[config.mk]
export PLATFORM = sky130hd
export DESIGN_NAME = i2c_byte_master
export DESIGN_NICKNAME = d
export VERILOG_FILES = /design/src/rtl/i2c_byte_master.sv
export SDC_FILE = /design/constraint.sdc
export NUM_CORES = 1
export LEC_CHECK = 0
export CAP_MARGIN = 40
export CORE_MARGIN = 5
export CORE_UTILIZATION = 50
export CTS_CLUSTER_DIAMETER = 30
export DETAILED_ROUTE_END_ITERATION = 12
export GPL_TIMING_DRIVEN = 0
export PLACE_DENSITY = 0.73
export SLEW_MARGIN = 20
export SYNTH_ARGS = -nofsm -noshare
export SYNTH_HDL_FRONTEND = slang
export SYNTH_SLANG_ARGS = --single-unit
[constraint.sdc]
create_clock -name clk_i -period 4.16 [get_ports clk_i]
set_input_delay 0.832 -clock clk_i [delete_from_list [all_inputs] [get_ports clk_i]]
set_output_delay 0.832 -clock clk_i [all_outputs]
set_load 0.02 [all_outputs]
[src/rtl/i2c_byte_master.sv]
// Byte-level I2C master: START / repeated START / STOP / WRITE / READ over open-drain SCL/SDA,
// with programmable quarter-period timing and slave clock stretching.
module i2c_byte_master #(
    parameter int CLK_DIV = 25
) (
    input  logic       clk_i,
    input  logic       rst_i,
    input  logic       cmd_valid_i,
    output logic       cmd_ready_o,
    input  logic [2:0] cmd_i,
    input  logic [7:0] wdata_i,
    output logic       rsp_valid_o,
    output logic [7:0] rdata_o,
    output logic       ack_o,
    output logic       err_o,
    output logic       bus_owned_o,
    output logic       scl_o,
    output logic       sda_o,
    input  logic       scl_i,
    input  logic       sda_i,
    output logic [2:0] dbg_state_o
);

    typedef enum logic [2:0] {
        S_IDLE  = 3'd0,
        S_START = 3'd1,
        S_STOP  = 3'd2,
        S_BIT   = 3'd3,
        S_RESP  = 3'd4
    } state_t;

    localparam logic [9:0] DIV_M1 = 10'(CLK_DIV - 1);

    state_t     state_q, state_d;
    logic [1:0] quarter_q, quarter_d;
    logic [9:0] cnt_q, cnt_d;
    logic [3:0] bit_q, bit_d;
    logic [2:0] cmd_q, cmd_d;
    logic [8:0] tx_q, tx_d;
    logic [7:0] rx_q, rx_d;
    logic       ack_smp_q, ack_smp_d;
    logic       err_pend_q, err_pend_d;
    logic       rsp_valid_q, rsp_valid_d;
    logic       err_q, err_d;
    logic       ack_q, ack_d;
    logic [7:0] rdata_q, rdata_d;
    logic       owned_q, owned_d;
    logic       scl_q, scl_d;
    logic       sda_q, sda_d;
    logic       scl_s1_q, scl_s1_d, scl_s2_q, scl_s2_d;
    logic       sda_s1_q, sda_s1_d, sda_s2_q, sda_s2_d;
    logic       stall;

    // Handshake: a command is taken when cmd_valid_i && cmd_ready_o. Ready is high exactly
    // in IDLE, which is also the rsp_valid_o cycle, so commands can chain with no gap.
    assign cmd_ready_o = (state_q == S_IDLE);
    assign rsp_valid_o = rsp_valid_q;
    assign err_o       = err_q;
    assign ack_o       = ack_q;
    assign rdata_o     = rdata_q;
    assign bus_owned_o = owned_q;
    assign scl_o       = scl_q;
    assign sda_o       = sda_q;
    assign dbg_state_o = state_q;

    // A slave holding SCL low at the end of Q1 freezes the quarter counter.
    assign stall = (quarter_q == 2'd1) && !scl_s2_q;

    always_comb begin
        state_d     = state_q;
        quarter_d   = quarter_q;
        cnt_d       = cnt_q;
        bit_d       = bit_q;
        cmd_d       = cmd_q;
        tx_d        = tx_q;
        rx_d        = rx_q;
        ack_smp_d   = ack_smp_q;
        err_pend_d  = err_pend_q;
        rsp_valid_d = 1'b0;
        err_d       = 1'b0;
        ack_d       = ack_q;
        rdata_d     = rdata_q;
        owned_d     = owned_q;
        scl_s1_d    = scl_i;
        scl_s2_d    = scl_s1_q;
        sda_s1_d    = sda_i;
        sda_s2_d    = sda_s1_q;

        case (state_q)
            S_IDLE: begin
                if (cmd_valid_i) begin
                    cmd_d      = cmd_i;
                    quarter_d  = 2'd0;
                    cnt_d      = 10'd0;
                    bit_d      = 4'd8;
                    err_pend_d = 1'b0;
                    case (cmd_i)
                        3'd0: state_d = S_START;
                        3'd1: begin
                            if (owned_q) state_d = S_STOP;
                            else begin
                                state_d    = S_RESP;
                                err_pend_d = 1'b1;
                            end
                        end
                        3'd2, 3'd3, 3'd4: begin
                            if (owned_q) begin
                                state_d = S_BIT;
                                tx_d    = (cmd_i == 3'd2) ? {wdata_i, 1'b1}
                                                          : {8'hFF, (cmd_i == 3'd4)};
                            end else begin
                                state_d    = S_RESP;
                                err_pend_d = 1'b1;
                            end
                        end
                        default: begin
                            state_d    = S_RESP;
                            err_pend_d = 1'b1;
                        end
                    endcase
                end
            end
            S_START, S_STOP, S_BIT: begin
                if (state_q == S_BIT && quarter_q == 2'd2 && cnt_q == 10'd0) begin
                    if (bit_q == 4'd0) ack_smp_d = ~sda_s2_q;
                    else               rx_d      = {rx_q[6:0], sda_s2_q};
                end
                if (cnt_q != DIV_M1) begin
                    cnt_d = cnt_q + 10'd1;
                end else if (!stall) begin
                    cnt_d     = 10'd0;
                    quarter_d = quarter_q + 2'd1;
                    if (quarter_q == 2'd3) begin
                        if (state_q == S_START) begin
                            state_d = S_RESP;
                            owned_d = 1'b1;
                        end else if (state_q == S_STOP) begin
                            state_d = S_RESP;
                            owned_d = 1'b0;
                        end else if (bit_q == 4'd0) begin
                            state_d = S_RESP;
                        end else begin
                            bit_d = bit_q - 4'd1;
                        end
                    end
                end
            end
            S_RESP: begin
                state_d     = S_IDLE;
                rsp_valid_d = 1'b1;
                err_d       = err_pend_q;
                if (!err_pend_q) begin
                    if (cmd_q == 3'd2) ack_d = ack_smp_q;
                    if (cmd_q == 3'd3 || cmd_q == 3'd4) rdata_d = rx_q;
                end
            end
            default: state_d = S_IDLE;
        endcase

        // Pins are registered from the next state so they line up with quarter boundaries;
        // outside bus phases they simply hold.
        scl_d = scl_q;
        sda_d = sda_q;
        case (state_d)
            S_START: begin
                scl_d = (quarter_d == 2'd1) || (quarter_d == 2'd2);
                sda_d = (quarter_d == 2'd0) || (quarter_d == 2'd1);
            end
            S_STOP: begin
                scl_d = (quarter_d != 2'd0);
                sda_d = (quarter_d == 2'd2) || (quarter_d == 2'd3);
            end
            S_BIT: begin
                scl_d = (quarter_d == 2'd1) || (quarter_d == 2'd2);
                sda_d = tx_d[bit_d];
            end
            default: ;
        endcase
    end

    always_ff @(posedge clk_i or negedge rst_i) begin
        if (!rst_i) begin
            state_q     <= S_IDLE;
            quarter_q   <= 2'd0;
            cnt_q       <= 10'd0;
            bit_q       <= 4'd0;
            cmd_q       <= 3'd0;
            tx_q        <= 9'h1FF;
            rx_q        <= 8'h00;
            ack_smp_q   <= 1'b0;
            err_pend_q  <= 1'b0;
            rsp_valid_q <= 1'b0;
            err_q       <= 1'b0;
            ack_q       <= 1'b0;
            rdata_q     <= 8'h00;
            owned_q     <= 1'b0;
            scl_q       <= 1'b1;
            sda_q       <= 1'b1;
            scl_s1_q    <= 1'b1;
            scl_s2_q    <= 1'b1;
            sda_s1_q    <= 1'b1;
            sda_s2_q    <= 1'b1;
        end else begin
            state_q     <= state_d;
            quarter_q   <= quarter_d;
            cnt_q       <= cnt_d;
            bit_q       <= bit_d;
            cmd_q       <= cmd_d;
            tx_q        <= tx_d;
            rx_q        <= rx_d;
            ack_smp_q   <= ack_smp_d;
            err_pend_q  <= err_pend_d;
            rsp_valid_q <= rsp_valid_d;
            err_q       <= err_d;
            ack_q       <= ack_d;
            rdata_q     <= rdata_d;
            owned_q     <= owned_d;
            scl_q       <= scl_d;
            sda_q       <= sda_d;
            scl_s1_q    <= scl_s1_d;
            scl_s2_q    <= scl_s2_d;
            sda_s1_q    <= sda_s1_d;
            sda_s2_q    <= sda_s2_d;
        end
    end

endmodule
Word-level counts from Yosys, hierarchy flattened --
Cells that the tools add are included.
Cells by class: $add $sub $neg 3, $lt $le $gt $ge 1, equal/unequal tests 23, muxes and demuxes 42, bitwise operators 5, reductions and logical operators 29
Operator list (number):
- $mux W9 | 5
- $mux W10 | 3
- $mux W4 | 7
- $mux W3 | 9
- $eq A3 B2 Y1 const B | 8
- $pmux W10 S2 | 1
- $reduce_and A3 Y1 | 5
- $add A10 B1 Y10 const B | 1
- $logic_not A10 Y1 | 1
- $ne A10 B5 Y1 const B | 1
- $eq A3 B1 Y1 const B | 3
- $eq A3 B3 Y1 const B | 3
- $pmux W3 S3 | 1
- $eq A2 B2 Y1 const B | 4
- $pmux W4 S2 | 1
- $reduce_bool A2 Y1 | 4
- $logic_not A3 Y1 | 2
- $mux W1 | 6
- $mux W2 | 3
- $pmux W3 S2 | 1
- $reduce_or A3 Y1 | 2
- $lt A4 B5 Y1 const B | 1
- $not A1 Y1 | 5
- $reduce_and A5 Y1 | 1
- 18 further kinds | 25
Storage, ports and cells: flip-flop bits (word level) 59, output and inout port bits 18, logic and storage cells 123

Longest topological paths before layout --
Gate-level depths: netlist of run 1.
depth after elaboration 11, mapped depth 15

Worst setup path after synthesis of run 1 --
No wires, ideal clock.
path kind register -> register, start point register cnt_q[0], end point register sda_q, in the netlist sda_o, data arrival time 2.908 ns, required time 4.071 ns, slack 1.163 ns, cell stages (with the launch flop) 16, path buffers 1, period minus slack after synthesis 2.997 ns, cells stage by stage dfrtp_1 -> inv_1 -> ha_1 -> or4b_1 -> or3_1 -> buf_6 -> nand3b_1 -> nand2_1 -> nor2_1 -> nor2_1 -> inv_1 -> ha_1 -> nor4_1 -> a31oi_1 -> o221ai_1 -> a21oi_1
Between the ends: longest elaborated chain between the ends 6, elaborated cells on any way between the ends 20, those cells by class eq/ne (7); mux (9); reduce/logical (4)
RTL lines:
- from (decl) | RTL line 36 | logic [9:0] cnt_q, cnt_d;
- from (signal assigned) | RTL line 206 | cnt_q <= cnt_d;
- $ne A10 B5 Y1 (*) | RTL line 128 | if (cnt_q != DIV_M1) begin
- $mux W2 (*) | RTL line 128
- $pmux W2 S2 (*) | RTL line 89 | case (state_q)
- named net quarter_d[0] | RTL line 35 | logic [1:0] quarter_q, quarter_d;
- $eq A2 B2 Y1, or another cell as far along | RTL line 171 | sda_d = (quarter_d == 2'd2) || (quarter_d == 2'd3);
- $logic_or A1 B1 Y1, on equally long branches | RTL line 171, 167
- $pmux W1 S3 (*) | RTL line 164 | case (state_d)
- to (signal assigned) | RTL line 198 | sda_q <= 1'b1;
- to (signal assigned) | RTL line 219 | sda_q <= sda_d;
- to (decl) | RTL line 49 | logic sda_q, sda_d;
The timed path passes the listed nets; every way through them passes the cells marked *. The select of a mux whose other input is x is not followed. A chain may end at the register's enable or synchronous reset.

Worst setup path after layout of run 1 --
Ends and elaborated chain as after synthesis.

==> impl_metrics.toml, run 1 <==
[outcome]
status = "finished clean"

[floorplanning]
fp.dieW_um = 86.25
coreArea_sq_um = 5574
start_util_pct = 52.14
rows = 27
die_h_um = 86.25
dieArea_sq_um = 7438
io_pins = 34

[clock_tree]
clkTransAtPathRegs_ns = 0.06
tritoncts = "built"
insertion_delay_ns = 0.33
cts_hold_buf = 0
htree_levels = 3
clk_path_buf_depth = 2
cts_buffers = 9
root_buffer = "clkbuf_8"
cts_resized = 0
clkSinkCount = 59
postCtsSetupRepairBufs = 0

[detailed_routing]
num_vias = 2140
wl_um = 5668
dr.pass1.iters = 4
drt_iter0_drc = 111
via_per_inst = 5.515
drc_errors = 0
antenna_left = 0
wire_per_inst_um = 14.61

[global_routing]
grt_pass1_wl_um = 9708
grt_pass1_vias = 2133
grt_overflow = 0
antenna_found_initial = 0
grt_usage_pct = 16.76
grt_max_degree = 60

[layout]
layout-drive-gt1-share_pct = 18.04
seqCellArea_sq_um = 1495
layout_commonest_cell = "dfrtp_1"
area_growth_pct = 20.19
layoutNonFillerInstCount = 388
layout.nets = 337
fill_cells = 475
multi_input_area_sq_um = 1333
final_cell_mix = "dfrtp_1 (44), nor2_1 (33), clkdlybuf4s50_1 (30)"
num_antenna_cells = 0

[power]
p_per_area_nw_per_um2 = 433.1
power.leakage_nw = 1.574
ir_worst_vdd_mv = 0.2696

[sta]
max_slew_margin_pct = 51.85
hold_viol = 0
fin_crit_sh_pct = 82.49
setup_viol = 0
setup_slack_ns = 0.7285
drv_slew = 0
whs_ns = 0.3563
finClkSkew_ns = 0.006116
fin_crit_ns = 3.432
max_clock_freq_mhz = 291.4
finalSetupTns_ns = 0
tightest_slew_ns = 0.7174
rsz0062_at_grt = "no"

[logic_synthesis]
ys.flop_type = "dfrtp_1"
async_reset_ff_share_pct = 100.0
synthCells = 269
synth_edf_count = 0
synth-seq-cells = 59
synth_fp_nets = 295
yosysUniqueCellTypes = 58
syn_area_per_cell_sq_um = 10.80
yosysWarnings = 0
synth-seq-area-share_pct = 51.44
syn_area_sq_um = 2907

[min_path]
hold_path.class = "register to register"

[setup_path]
worstSetupPathType = "register to register"
startpoint_type = "register"
end_kind = "register"
crit_path_max_fanout = 9
worstPathArrival_ns = 3.67
crit_required_ns = 4.40

[placement]
gp_congestion = 0.7980
dp.cells = 372
io_buffers = 31
dp_hpwl_um = 4018
dp_slack_ns = 0.6700

[run]
maxCapViolations = 0
-- cell usage after synthesis (2+ instances only) --
master,count,area share (%)
dfrtp_1,44,38
nor2_1,33,4.3
and2_1,2,0.43
nand3_1,7,1.2
xor2_1,3,0.90
o22ai_1,2,0.43
nor3_1,3,0.52
o21a_1,2,0.52
o21ai_0,11,1.9
mux2_2,19,7.4
a21oi_1,8,1.4
o41ai_1,3,0.90
o2bb2ai_1,2,0.60
nor3b_1,2,0.52
inv_1,11,1.4
o21ai_1,2,0.34
a211oi_1,2,0.52
nand2_1,28,3.6
nor2b_1,2,0.43
and3_1,2,0.43
o31ai_1,3,0.77
nand3b_1,2,0.52
nand2b_1,2,0.43
o22a_1,8,2.4
a311oi_1,2,0.60
or3_1,3,0.65
a31oi_1,3,0.65
ha_1,10,4.3
dfstp_2,15,14
clkbuf_1,5,0.65
-- registers in the layout, summed over array words and instances, names as in the netlist, 2 cells and up --
register and flops:
cnt_q 10, tx_q 9, rdata_o 8, rx_q 8, bit_q 4, cmd_q 3
dbg_state_o 3, quarter_q 2
-- cell families (layout without fill, tap and decap cells) --
family                   after synthesis  count (layout)  share of synthesized area (%)
XOR/XNOR                               4               4                          1.206
flip-flops                            59              59                          51.44
AND/OR/NAND/NOR                       97              97                          16.83
AO/OA/AOI/OAI                         58              58                          14.64
adder cells (fa/ha/maj)               10              10                          4.305
buffers and inverters                 19              66                          2.712
multiplexers                          22              22                          8.868
-- routing by layer --
layer	vias up	part of all wire (%)	global-route usage [%]	wire length [um]
li1	1049	-	-	-
met1	1033	49	21.95	2775
met2	46	44	25.65	2522
met3	12	4.6	5.228	261
met4	0	1.9	7.224	109
met5	-	0	0	0
-- power breakdown --
group          switching, mW  leakage [nW]  total, mW  internal (mW)
registers             0.0437         0.754      0.684          0.641
clock network          0.210        0.0974      0.502          0.292
logic                  0.191         0.722      0.327          0.136
total                  0.445          1.57       1.51           1.07
-- critical path: stages (launching register included) --
cell,delay [ns]
dfrtp_1,0.41
inv_1,0.07
ha_1,0.15
or4b_1,0.46
or3_1,0.40
buf_6,0.15
nand3b_1,0.21
nand2_1,0.20
nor2_1,0.06
nor2_1,0.20
inv_1,0.11
ha_1,0.22
nor4_1,0.35
a31oi_1,0.08
o221ai_1,0.20
a21oi_1,0.06
-- area by class of cell --
class | instances | area share (%)
tap | 72 | 2.579
multi-input combinational | 191 | 38.14
inverter | 12 | 1.289
clock inverter | 3 | 1.146
sequential | 59 | 42.80
buffer | 7 | 0.9670
timing repair buffer | 31 | 8.811
clock buffer | 13 | 4.262
-- worst paths after layout --
check	start	endpoint	slack, ns	depth (start not counted)
hold reg to reg	scl_s1_q$_DFF_PN1_	scl_s2_q$_DFF_PN1_	0.36	0
setup reg to reg	cnt_q[0]$_DFFE_PN0P_	sda_o$_DFFE_PN1P_	0.73	15
hold / removal	scl_s1_q$_DFF_PN1_	scl_s2_q$_DFF_PN1_	0.36	0
max in group asynchronous	rst_i	cnt_q[7]$_DFFE_PN0P_	3.13	1
setup / recovery	cnt_q[0]$_DFFE_PN0P_	sda_o$_DFFE_PN1P_	0.73	15
min in group asynchronous	rst_i	rx_q[3]$_DFFE_PN0P_	0.56	1
-- stage by stage --
stage | utilization (%) | area (sq um) | total power [mW]
global route | 62.67 | 3493 | 1.606
finish | 62.67 | 3493 | 1.513
global placement | 59.33 | 3307 | 1.009
floorplan | - | 2907 | 0.8896
CTS | 62.67 | 3493 | 1.529
detailed placement | 59.28 | 3304 | 1.019
Power figures use the tool's default switching activity.
==> inputs of run 2 (changes only) <==
==> constraint.sdc (replaced) <==
create_clock -name clk_i -period 3.4 [get_ports clk_i]
set_input_delay 0.68 -clock clk_i [delete_from_list [all_inputs] [get_ports clk_i]]
set_output_delay 0.68 -clock clk_i [all_outputs]
set_load 0.02 [all_outputs]
==> run 2 against run 1 <==
Register-to-register slack lost 0.53 ns. Combinational power grew 27%. Via count grew 1.5%. Final area grew 1.9%. Global-route usage is essentially flat. Sequential cell count is the same. Fmax grew 7.3%. Setup slack lost 0.53 ns. Core utilization grew 1.2 points. Critical endpoint unchanged.
==> impl_metrics.toml, run 2 (synthesis gave the netlist of run 1 again) <==
[outcome]
status = "finished clean"

[sta]
max_slew_margin_pct = 51.85
fin_crit_sh_pct = 94.06
setup_viol = 0
tightest_slew_ns = 0.7174
finalSetupTns_ns = 0
finClkSkew_ns = 0.006063
max_clock_freq_mhz = 312.7
drv_slew = 0
hold_viol = 0
fin_crit_ns = 3.198

[layout]
final_area_sq_um = 3558
layout-drive-gt1-share_pct = 20.56
seqCellArea_sq_um = 1495
area_growth_pct = 22.43
max_flop_register = "cnt_q"
final_cell_mix = "dfrtp_1 (44), nor2_1 (32), clkdlybuf4s50_1 (30)"
layout_commonest_cell = "dfrtp_1"
layout.nets = 342
num_antenna_cells = 0
fill_cells = 473
largestRegisters = "cnt_q x10, tx_q x9"
largest_register_ff_count = 10
multi_input_area_sq_um = 1360

[placement]
io_buffers = 31
gp_congestion = 0.7980
placed_cell_area_sq_um = 3304
dp_hpwl_um = 4018

[detailed_routing]
wl_um = 5762
wire_per_inst_um = 14.66
antenna_left = 0
num_vias = 2173
drc_errors = 0
drt_iter0_drc = 118
via_per_inst = 5.529
dr.pass1.iters = 4

[floorplanning]
rows = 27
dieArea_sq_um = 7438
fp.dieW_um = 86.25
die_h_um = 86.25
start_util_pct = 52.14
io_pins = 34
coreArea_sq_um = 5574

[global_routing]
grt_max_degree = 60
grt_overflow = 0
grt_pass1_wl_um = 9722
grt_pass1_vias = 2139
antenna_found_initial = 0
grt_usage_pct = 16.78

[clock_tree]
clkSinkCount = 59
tritoncts = "built"
clk_path_buf_depth = 2
clkTransAtPathRegs_ns = 0.06
htree_levels = 3
insertion_delay_ns = 0.33
cts_buffers = 9
root_buffer = "clkbuf_8"
cts_hold_buf = 0

[setup_path]
crit_required_ns = 3.65
worstSetupPathType = "register to register"
end_kind = "register"
worstPathArrival_ns = 3.44
startpoint_type = "register"
crit_path_max_fanout = 9

[min_path]
hold_path.class = "register to register"

[power]
design_power_total_mw = 1.865
power.leakage_nw = 1.605
ir_worst_vdd_mv = 0.3296
p_per_area_nw_per_um2 = 524.0

[run]
maxCapViolations = 0
## run 2: critical path, cell delays in order (launching register included)
cell and delay (ns):
dfrtp_1 0.41, inv_1 0.07, ha_1 0.15, or4b_1 0.46
or3_1 0.40, buf_6 0.15, nand3b_1 0.19, nand2_2 0.11
nor2_1 0.08, nor2_2 0.14, inv_1 0.10, ha_1 0.23
nor4_2 0.28, a31oi_1 0.08, o221ai_1 0.22, a21oi_1 0.06
## run 2: area by class of cell
cell class                      instances  area share (%)
Buffer                                  7          0.9494
Sequential cell                        59           42.02
Timing Repair Buffer                   36           9.705
Tap cell                               72           2.532
Clock inverter                          3           1.125
Clock buffer                           13           4.184
Inverter                               12           1.266
Multi-Input combinational cell        191           38.22
## run 2: path summary, 6_finish.rpt
check	startpoint	slack, ns	cells past startpoint	end
min	scl_s1_q$_DFF_PN1_	0.36	0	scl_s2_q$_DFF_PN1_
min in group asynchronous	rst_i	0.41	1	rx_q[3]$_DFFE_PN0P_
max	cnt_q[0]$_DFFE_PN0P_	0.20	15	sda_o$_DFFE_PN1P_
max reg2reg	cnt_q[0]$_DFFE_PN0P_	0.20	15	sda_o$_DFFE_PN1P_
max in group asynchronous	rst_i	2.52	1	cnt_q[7]$_DFFE_PN0P_
min reg2reg	scl_s1_q$_DFF_PN1_	0.36	0	scl_s2_q$_DFF_PN1_
## run 2: what timing repair did
item                                    in CTS  in global routing
resized for setup                            2                  5
endpoints found under the setup margin       1                  1
pin swaps                                    0                  6
gates cloned                                 0                  0
setup buffers                                0                  5
## run 2: layer usage
| metal | vias up | wire [um] | track usage [%] |
|---|---|---|---|
| met5 | - | 0 | 0 |
| met4 | 0 | 77 | 7.224 |
| met3 | 6 | 271 | 5.228 |
| met2 | 50 | 2640 | 25.72 |
| met1 | 1055 | 2772 | 21.95 |
| li1 | 1062 | - | - |
## run 2: report_power, final
part / switching, mW / leakage (nW) / total [mW] / internal [mW]
Clock: 0.255 / 0.0974 / 0.612 / 0.357
Sequential: 0.0538 / 0.754 / 0.837 / 0.784
Combinational: 0.239 / 0.754 / 0.415 / 0.176
## run 2: per-stage QoR
stage | utilization [%] | worst slack, ns | hold slack, ns | instances
detailed placement | 59.28 | -0.02840 | 0.3490 | 372
CTS | 62.76 | 0.04259 | 0.3581 | 388
global route | 63.84 | -0.01158 | 0.3650 | 393
finish | 63.84 | 0.2020 | 0.3562 | 393
floorplan | - | 0.4034 | 0.3452 | 269
global placement | 59.33 | -0.1578 | 0.3461 | 372
